[src/rtl/gpio_btn_pkg.sv]
// Shared definitions for the GPIO button/LED scanner.
// Holds the scan FSM state encoding, the default parameter values used by
// gpio_btn_scan, and a small helper that sizes counters from their maximum.
package gpio_btn_pkg;

  // Scan sequence for one channel: DRIVE -> SETTLE -> SAMPLE -> NEXT
  typedef enum logic [2:0] {
    IDLE,
    DRIVE,
    SETTLE,
    SAMPLE,
    NEXT
  } scan_state_t;

  localparam int NCH_DEF        = 9;
  localparam int DRIVE_CYC_DEF  = 1000;
  localparam int SETTLE_CYC_DEF = 8;
  localparam int DEB_N_DEF      = 4;

  // Number of bits needed to hold the values 0..maxVal (never less than 1)
  function automatic int widthFor(input int maxVal);
    return (maxVal <= 1) ? 1 : $clog2(maxVal + 1);
  endfunction

endpackage

[src/rtl/gpio_btn_deb.sv]
// Single-channel debouncer for one shared button/LED pin.
// Ports:
//   clock_50    system clock
//   reset_n     synchronous active-low reset
//   i_sampleEn  one-cycle strobe: i_sample is a fresh sample for this channel
//   i_sample    synchronized pin level captured by the scanner
//   o_ledg      debounced level (resets high = button released)
//   o_press     one-cycle pulse when o_ledg falls 1->0
module gpio_btn_deb
  import gpio_btn_pkg::*;
#(
  parameter int DEB_N = DEB_N_DEF
) (
  input  logic clock_50,
  input  logic reset_n,
  input  logic i_sampleEn,
  input  logic i_sample,
  output logic o_ledg,
  output logic o_press
);

  localparam int CW = widthFor(DEB_N);

  logic [CW-1:0] r_cnt;
  logic [CW-1:0] w_cntInc;
  logic          w_differs;
  logic          w_reached;

  // The increment saturates at DEB_N so the counter can never wrap, even
  // though in normal operation reaching DEB_N clears it straight away.
  assign w_differs = (i_sample != o_ledg);
  assign w_cntInc  = (r_cnt == CW'(DEB_N)) ? r_cnt : r_cnt + CW'(1);
  assign w_reached = (w_cntInc == CW'(DEB_N));

  // A differing sample counts up; a matching one forgets any partial run.
  // When the run reaches DEB_N the level flips, and a falling flip is
  // reported as a press in the same cycle the level changes.
  always_ff @(posedge clock_50) begin
    if (!reset_n) begin
      r_cnt   <= '0;
      o_ledg  <= 1'b1;
      o_press <= 1'b0;
    end else begin
      o_press <= 1'b0;
      if (i_sampleEn) begin
        if (w_differs) begin
          if (w_reached) begin
            o_ledg  <= ~o_ledg;
            r_cnt   <= '0;
            o_press <= o_ledg;
          end else begin
            r_cnt <= w_cntInc;
          end
        end else begin
          r_cnt <= '0;
        end
      end
    end
  end

endmodule

[src/rtl/gpio_btn_scan.sv]
// Time-multiplexed scanner for NCH pins that each drive an LED and read a
// button. Pins are normally driven high; one at a time a pin is released,
// allowed to settle, sampled, and its sample fed to that channel's debouncer.
// Ports:
//   clock_50  system clock
//   reset_n   synchronous active-low reset
//   enable    level-sensitive scan enable
//   gpio_in   raw pin levels (asynchronous)
//   gpio_out  pin drive value, always all-ones
//   gpio_oe   per-pin output enable, 1 = driven, 0 = released
//   ledg      debounced level per channel
//   press     one-cycle pulse per channel on a debounced 1->0 change
module gpio_btn_scan
  import gpio_btn_pkg::*;
#(
  parameter int NCH        = NCH_DEF,
  parameter int DRIVE_CYC  = DRIVE_CYC_DEF,
  parameter int SETTLE_CYC = SETTLE_CYC_DEF,
  parameter int DEB_N      = DEB_N_DEF
) (
  input  logic           clock_50,
  input  logic           reset_n,
  input  logic           enable,
  input  logic [NCH-1:0] gpio_in,
  output logic [NCH-1:0] gpio_out,
  output logic [NCH-1:0] gpio_oe,
  output logic [NCH-1:0] ledg,
  output logic [NCH-1:0] press
);

  localparam int CHW = (NCH > 1) ? $clog2(NCH) : 1;
  localparam int TW  = widthFor((DRIVE_CYC > SETTLE_CYC) ? DRIVE_CYC : SETTLE_CYC);

  localparam logic [TW-1:0]  DRIVE_LAST  = TW'(DRIVE_CYC - 1);
  localparam logic [TW-1:0]  SETTLE_LAST = TW'(SETTLE_CYC - 1);
  localparam logic [CHW-1:0] CH_LAST     = CHW'(NCH - 1);

  scan_state_t    r_state;
  scan_state_t    w_stateNext;
  logic [CHW-1:0] r_ch;
  logic [CHW-1:0] w_chNext;
  logic [TW-1:0]  r_tmr;
  logic [TW-1:0]  w_tmrNext;
  logic           w_sampleEn;
  logic [NCH-1:0] w_relMask;
  logic [NCH-1:0] r_sync1;
  logic [NCH-1:0] r_sync2;
  logic [NCH-1:0] w_chSel;

  assign gpio_out = '1;

  // Only the current channel is ever released, so the mask has one zero.
  assign w_relMask = ~(NCH'(1) << r_ch);

  // Two-flop synchronizer on the raw pins. It resets to all-ones so that a
  // freshly reset scanner sees "released" buttons rather than presses.
  always_ff @(posedge clock_50) begin
    if (!reset_n) begin
      r_sync1 <= '1;
      r_sync2 <= '1;
    end else begin
      r_sync1 <= gpio_in;
      r_sync2 <= r_sync1;
    end
  end

  // Scan state, current channel and the shared DRIVE/SETTLE cycle timer.
  always_ff @(posedge clock_50) begin
    if (!reset_n) begin
      r_state <= IDLE;
      r_ch    <= '0;
      r_tmr   <= '0;
    end else begin
      r_state <= w_stateNext;
      r_ch    <= w_chNext;
      r_tmr   <= w_tmrNext;
    end
  end

  // Next-state and pin-enable decode. enable is only looked at in IDLE and
  // NEXT, so a channel that has started always runs to completion and no
  // partially settled sample is ever taken. The channel index is kept across
  // IDLE so a resumed scan carries on where it stopped.
  always_comb begin
    w_stateNext = r_state;
    w_chNext    = r_ch;
    w_tmrNext   = r_tmr;
    w_sampleEn  = 1'b0;
    gpio_oe     = '1;
    unique case (r_state)
      IDLE: begin
        if (enable) begin
          w_stateNext = DRIVE;
          w_tmrNext   = '0;
        end
      end
      DRIVE: begin
        if (r_tmr == DRIVE_LAST) begin
          w_stateNext = SETTLE;
          w_tmrNext   = '0;
        end else begin
          w_tmrNext = r_tmr + TW'(1);
        end
      end
      SETTLE: begin
        gpio_oe = w_relMask;
        if (r_tmr == SETTLE_LAST) begin
          w_stateNext = SAMPLE;
          w_tmrNext   = '0;
        end else begin
          w_tmrNext = r_tmr + TW'(1);
        end
      end
      SAMPLE: begin
        gpio_oe     = w_relMask;
        w_sampleEn  = 1'b1;
        w_stateNext = NEXT;
      end
      NEXT: begin
        w_chNext    = (r_ch == CH_LAST) ? '0 : r_ch + CHW'(1);
        w_tmrNext   = '0;
        w_stateNext = enable ? DRIVE : IDLE;
      end
      default: begin
        w_stateNext = IDLE;
        w_tmrNext   = '0;
      end
    endcase
  end

  // One debouncer per channel; only the channel being sampled is strobed,
  // so every other channel holds its level and run count.
  for (genvar gi = 0; gi < NCH; gi++) begin : g_deb
    assign w_chSel[gi] = w_sampleEn && (r_ch == CHW'(gi));

    gpio_btn_deb #(
      .DEB_N(DEB_N)
    ) u_deb (
      .clock_50  (clock_50),
      .reset_n   (reset_n),
      .i_sampleEn(w_chSel[gi]),
      .i_sample  (r_sync2[gi]),
      .o_ledg    (ledg[gi]),
      .o_press   (press[gi])
    );
  end

endmodule

[config.mk]
export PLATFORM = sky130hd
export DESIGN_NAME = gpio_btn_scan
export DESIGN_NICKNAME = d
export VERILOG_FILES = /design/src/rtl/gpio_btn_pkg.sv /design/src/rtl/gpio_btn_deb.sv /design/src/rtl/gpio_btn_scan.sv
export SDC_FILE = /design/constraint.sdc
export NUM_CORES = 1
export LEC_CHECK = 0
export ABC_AREA = 0
export BUFFER_PORTS_ARGS = -buffer_cell sky130_fd_sc_hd__buf_2
export CAP_MARGIN = 20
export CORE_MARGIN = 3
export CORE_UTILIZATION = 39
export DETAILED_ROUTE_END_ITERATION = 16
export PLACE_DENSITY = 0.67
export SETUP_SLACK_MARGIN = 0.05
export SYNTH_ARGS = -nofsm -noshare
export SYNTH_HDL_FRONTEND = slang
export SYNTH_HIERARCHICAL = 1
export SYNTH_SLANG_ARGS = --single-unit
[constraint.sdc]
create_clock -name clock_50 -period 1.93 [get_ports clock_50]
set_input_delay 0.193 -clock clock_50 [delete_from_list [all_inputs] [get_ports clock_50]]
set_output_delay 0.193 -clock clock_50 [all_outputs]
set_load 0.02 [all_outputs]
==> metrics.md <==
| Metric | Value |
|---|---|
| Lkg Pwr | 1.926 nW |
| Clk_lat worst skew | about 340 ps |
| Setup Viol. Count Final | 0 |
| IO Count | 48 |
| Drt drc | 0 |
| Crit path DAT | ~2100 ps |
| Crit-path max FO | 5 |
| Status | complete, no violations |
| Share of layout cells above drive strength 1 | 0.2193 |
| # nets final | 562 |
| Critical path launch point type | register |
| Post-synthesis sequential area ratio | 0.3835 |
| Fmax | 546.8 MHz |
| VDD IR max | 0.0003326 V |
| Initial Util | 0.4028 |
| Routed WL per cell | between 10 and 15 um |
| Die Area | 0.01199 sq mm |
| Placed insts | 646 |
| R2R depth | 6 |
| Reg2Reg Setup Slack | 100 ps |
| Area growth syn-to-layout | 17.02% |
| Total GRT Usage | 0.1404 |
| Top Usage Layer GRT | met2 |
| CTS tree | built |
| Reg area | around 0.0016 sq mm |
| Multi-input gate area | 0.002432 sq mm |
| CTS Buf Count | 9 |
| Via/cell ratio | 5.026 |
| Vias | between 3000 and 4000 |
| Final Cycle Share | 0.9476 |
| DRT iter0 DRCs | 162 |
| Port Buffer Count | 38 |
| Die height | approximately 110 um |
| DP Worst Slack | -12.87 ps |
| Final WS setup | 101.2 ps |
| Clock-pin slew on the worst setup and hold paths | 80 ps |
| CP endpoint kind | register |
| Synth Register Bits | 80 |
| Max-slew violation count | 0 |
| Grt ovf | 0 |
| RePlAce Congestion | 0.8315 |
| RR Endpoint | r_tmr[9] |
| Main synth FF type | dfxtp_1 |
| Core Box Area | 0.01037 sq mm |
| Hold Path Sink | r_sync1[7] |
| RSZ-0062 raised after global routing | true |
| Clk sink count | 80 |
| Post-route setup TNS | 0 ps |
| Crit path kind | register to register |
| Min Tclk post-route | 1829 ps |
| Max_cap viols | 0 |
| Post-synth EDFFs | 0 |
| Met1 Use GR | 0.1722 |
| Clock Skew | 10.54 ps |
| Die X | between 100 and 150 um |
| Cell count after synthesis | roughly 460 |
| Diodes inserted | 0 |
| Vias in the first global route | 3169 |
| Min-delay worst type | input pin to register |
| Syn. warnings | 6 |
| Met2 usage | 0.2367 |
| Ys async rst share | 0 |
| RR Startpoint | r_tmr[0] |
| First-pass GRT wire length | 13670 um |
| Synth Cell Area | 0.004177 sq mm |
| Mean Syn Cell Area | ~9.1 sq um |
| Cell count of the worst hold path | 2 |
| Final Core Density | 0.4713 |
| Fillers | 1014 |
| Post-route ant nets | 0 |
| # rows | 37 |
| Largest net degree at the start of global routing | 36 |
| Met3 Use GR | 0.03641 |
| CTS Buffer Depth | 2 |
| Finished Layout Cells | 665 |
| CTS Root Buffer Type | clkbuf_8 |
| Post-synth cell types | between 40 and 50 |
| Hpwl dp | 5883 um |
| CTS Hold Buffers Added | 0 |
| Pre-antenna DRT Iters | 6 |
| Initial antenna violation count | 1 |
| H-tree Lvls | 3 |
| HP Start | gpio_in[7] |
| Critical Path RT | 2210 ps |
| Crit path from | r_tmr[0] |
| Final hold viol count | 0 |
| Pwr Density | 620.6 mW/mm^2 |
| WL final | around 8100 um |
==> worst max-delay path by stage <==
stage,end,slack [ps],depth (start not counted)
6_report,r_tmr[9],100,6
5_1_grt,g_deb[4].u_deb/o_ledg,2,8
3_5_place_dp,r_tmr[9],-10,6
4_1_cts,gpio_oe[8],50,5
3_3_place_gp,r_tmr[7],40,6
2_1_floorplan,r_tmr[7],70,7
==> critical path, cell delays in order, from the launching register on <==
cell	delay [ps]
dfxtp_4	360
ha_4	150
and4bb_1	200
a311o_1	420
a21bo_4	260
or3_1	310
nand3_1	70
==> flip-flops by register name (all words and copies together), names as in the netlist <==
signal / count
g_deb.u_deb/r_cnt: 27
r_ch: 4
g_deb.u_deb/o_press: 9
r_state: 3
g_deb.u_deb/o_ledg: 9
r_sync2: 9
r_tmr: 10
r_sync1: 9
==> logic make-up (layout without fill, tap and decap cells) <==
family / after synthesis / in the layout / synth area share
buf+inv: 47 / 106 / 0.05392
compound gates: 89 / 90 / 0.1663
fa+ha+maj: 25 / 25 / 0.07490
simple gates: 201 / 201 / 0.2666
flops: 80 / 80 / 0.3835
other cells: 1 / 9 / 0.0008979
xor+xnor: 18 / 18 / 0.05393
==> synth_stat cells, types with 2 or more instances <==
| cell | n | area (sq um) |
|---|---|---|
| a21boi_1 | 9 | 67.56 |
| ha_1 | 25 | 312.8 |
| a22oi_1 | 2 | 15.01 |
| nand2b_1 | 35 | 219.0 |
| a21oi_1 | 12 | 60.06 |
| o21ai_1 | 9 | 45.04 |
| buf_4 | 9 | 67.56 |
| nor4_2 | 9 | 112.6 |
| xor2_2 | 9 | 146.4 |
| o311a_1 | 9 | 90.09 |
| o21ai_0 | 10 | 50.05 |
| and2_1 | 10 | 62.56 |
| nor3_1 | 2 | 10.01 |
| o21a_1 | 10 | 75.07 |
| buf_6 | 2 | 22.52 |
| xnor2_1 | 9 | 78.83 |
| clkbuf_1 | 6 | 22.52 |
| nand3b_1 | 9 | 67.56 |
| nor3b_1 | 3 | 22.52 |
| nand2_1 | 35 | 131.4 |
| nand4b_1 | 2 | 17.52 |
| nor2b_1 | 3 | 18.77 |
| and3_1 | 5 | 31.28 |
| inv_1 | 30 | 112.6 |
| or3_1 | 4 | 25.02 |
| nand4_1 | 2 | 12.51 |
| dfxtp_1 | 80 | 1602 |
| o2bb2ai_1 | 3 | 26.28 |
| o2111ai_2 | 9 | 135.1 |
| o21bai_1 | 9 | 67.56 |
| nand3_1 | 45 | 225.2 |
| nor2_1 | 34 | 127.6 |
==> final cells by class <==
class                      instances  area share
multi-input combinational        343      0.4977
sequential                        80      0.3295
timing repair buffer              61     0.07680
tap                              136     0.03482
clock buffer                      11     0.02893
inverter                          30     0.02304
clock inverter                     4    0.009217
==> layout by cell type (no fill, tap or decap), types with 3 or more instances in the layout <==
cell type,count
a21boi_1,9
a21oi_1,12
and2_1,10
and3_1,5
buf_2,38
buf_4,22
clkbuf_8,10
clkinv_2,3
conb_1,9
dfxtp_1,75
dfxtp_2,4
ha_1,23
inv_1,28
nand2_1,34
nand2b_1,35
nand3_1,45
nand3b_1,9
nor2_1,32
nor2b_1,3
nor3b_1,3
nor4_2,8
o2111ai_2,9
o21a_1,10
o21ai_0,10
o21ai_1,9
o21bai_1,9
o2bb2ai_1,3
o311a_1,9
or3_1,4
xnor2_1,9
xor2_2,9
==> stage by stage <==
stage | cell area (sq um) | hold slack, ps | power [mW]
2_1_floorplan | 4208 | 294.5 | 1.833
3_3_place_gp | 4617 | 372.1 | 1.864
3_5_place_dp | 4617 | 379.1 | 1.867
6_report | 4887 | 31.15 | 3.033
5_1_grt | 4887 | 17.29 | 3.175
4_1_cts | 4817 | 9.631 | 3.082
==> per-layer routing <==
metal,up-vias,routed length [um]
li1,1714,-
met1,1573,3739
met2,49,3930
met3,4,338
met4,2,36
met5,-,20
==> timing repair <==
item,in CTS,in global routing
setup endpoints to repair,4,28
resized for setup,5,13
pin swaps,1,7
endpoints found under the hold margin,0,0
cloned,0,1
setup buffers,0,3
==> power breakdown <==
part           switching, mW  leakage, nW  internal [mW]
Clock                  0.576       0.0989          0.621
Combinational         0.0909         1.17         0.0581
Sequential            0.0157        0.652           1.67
Power figures use the tool's default switching activity.
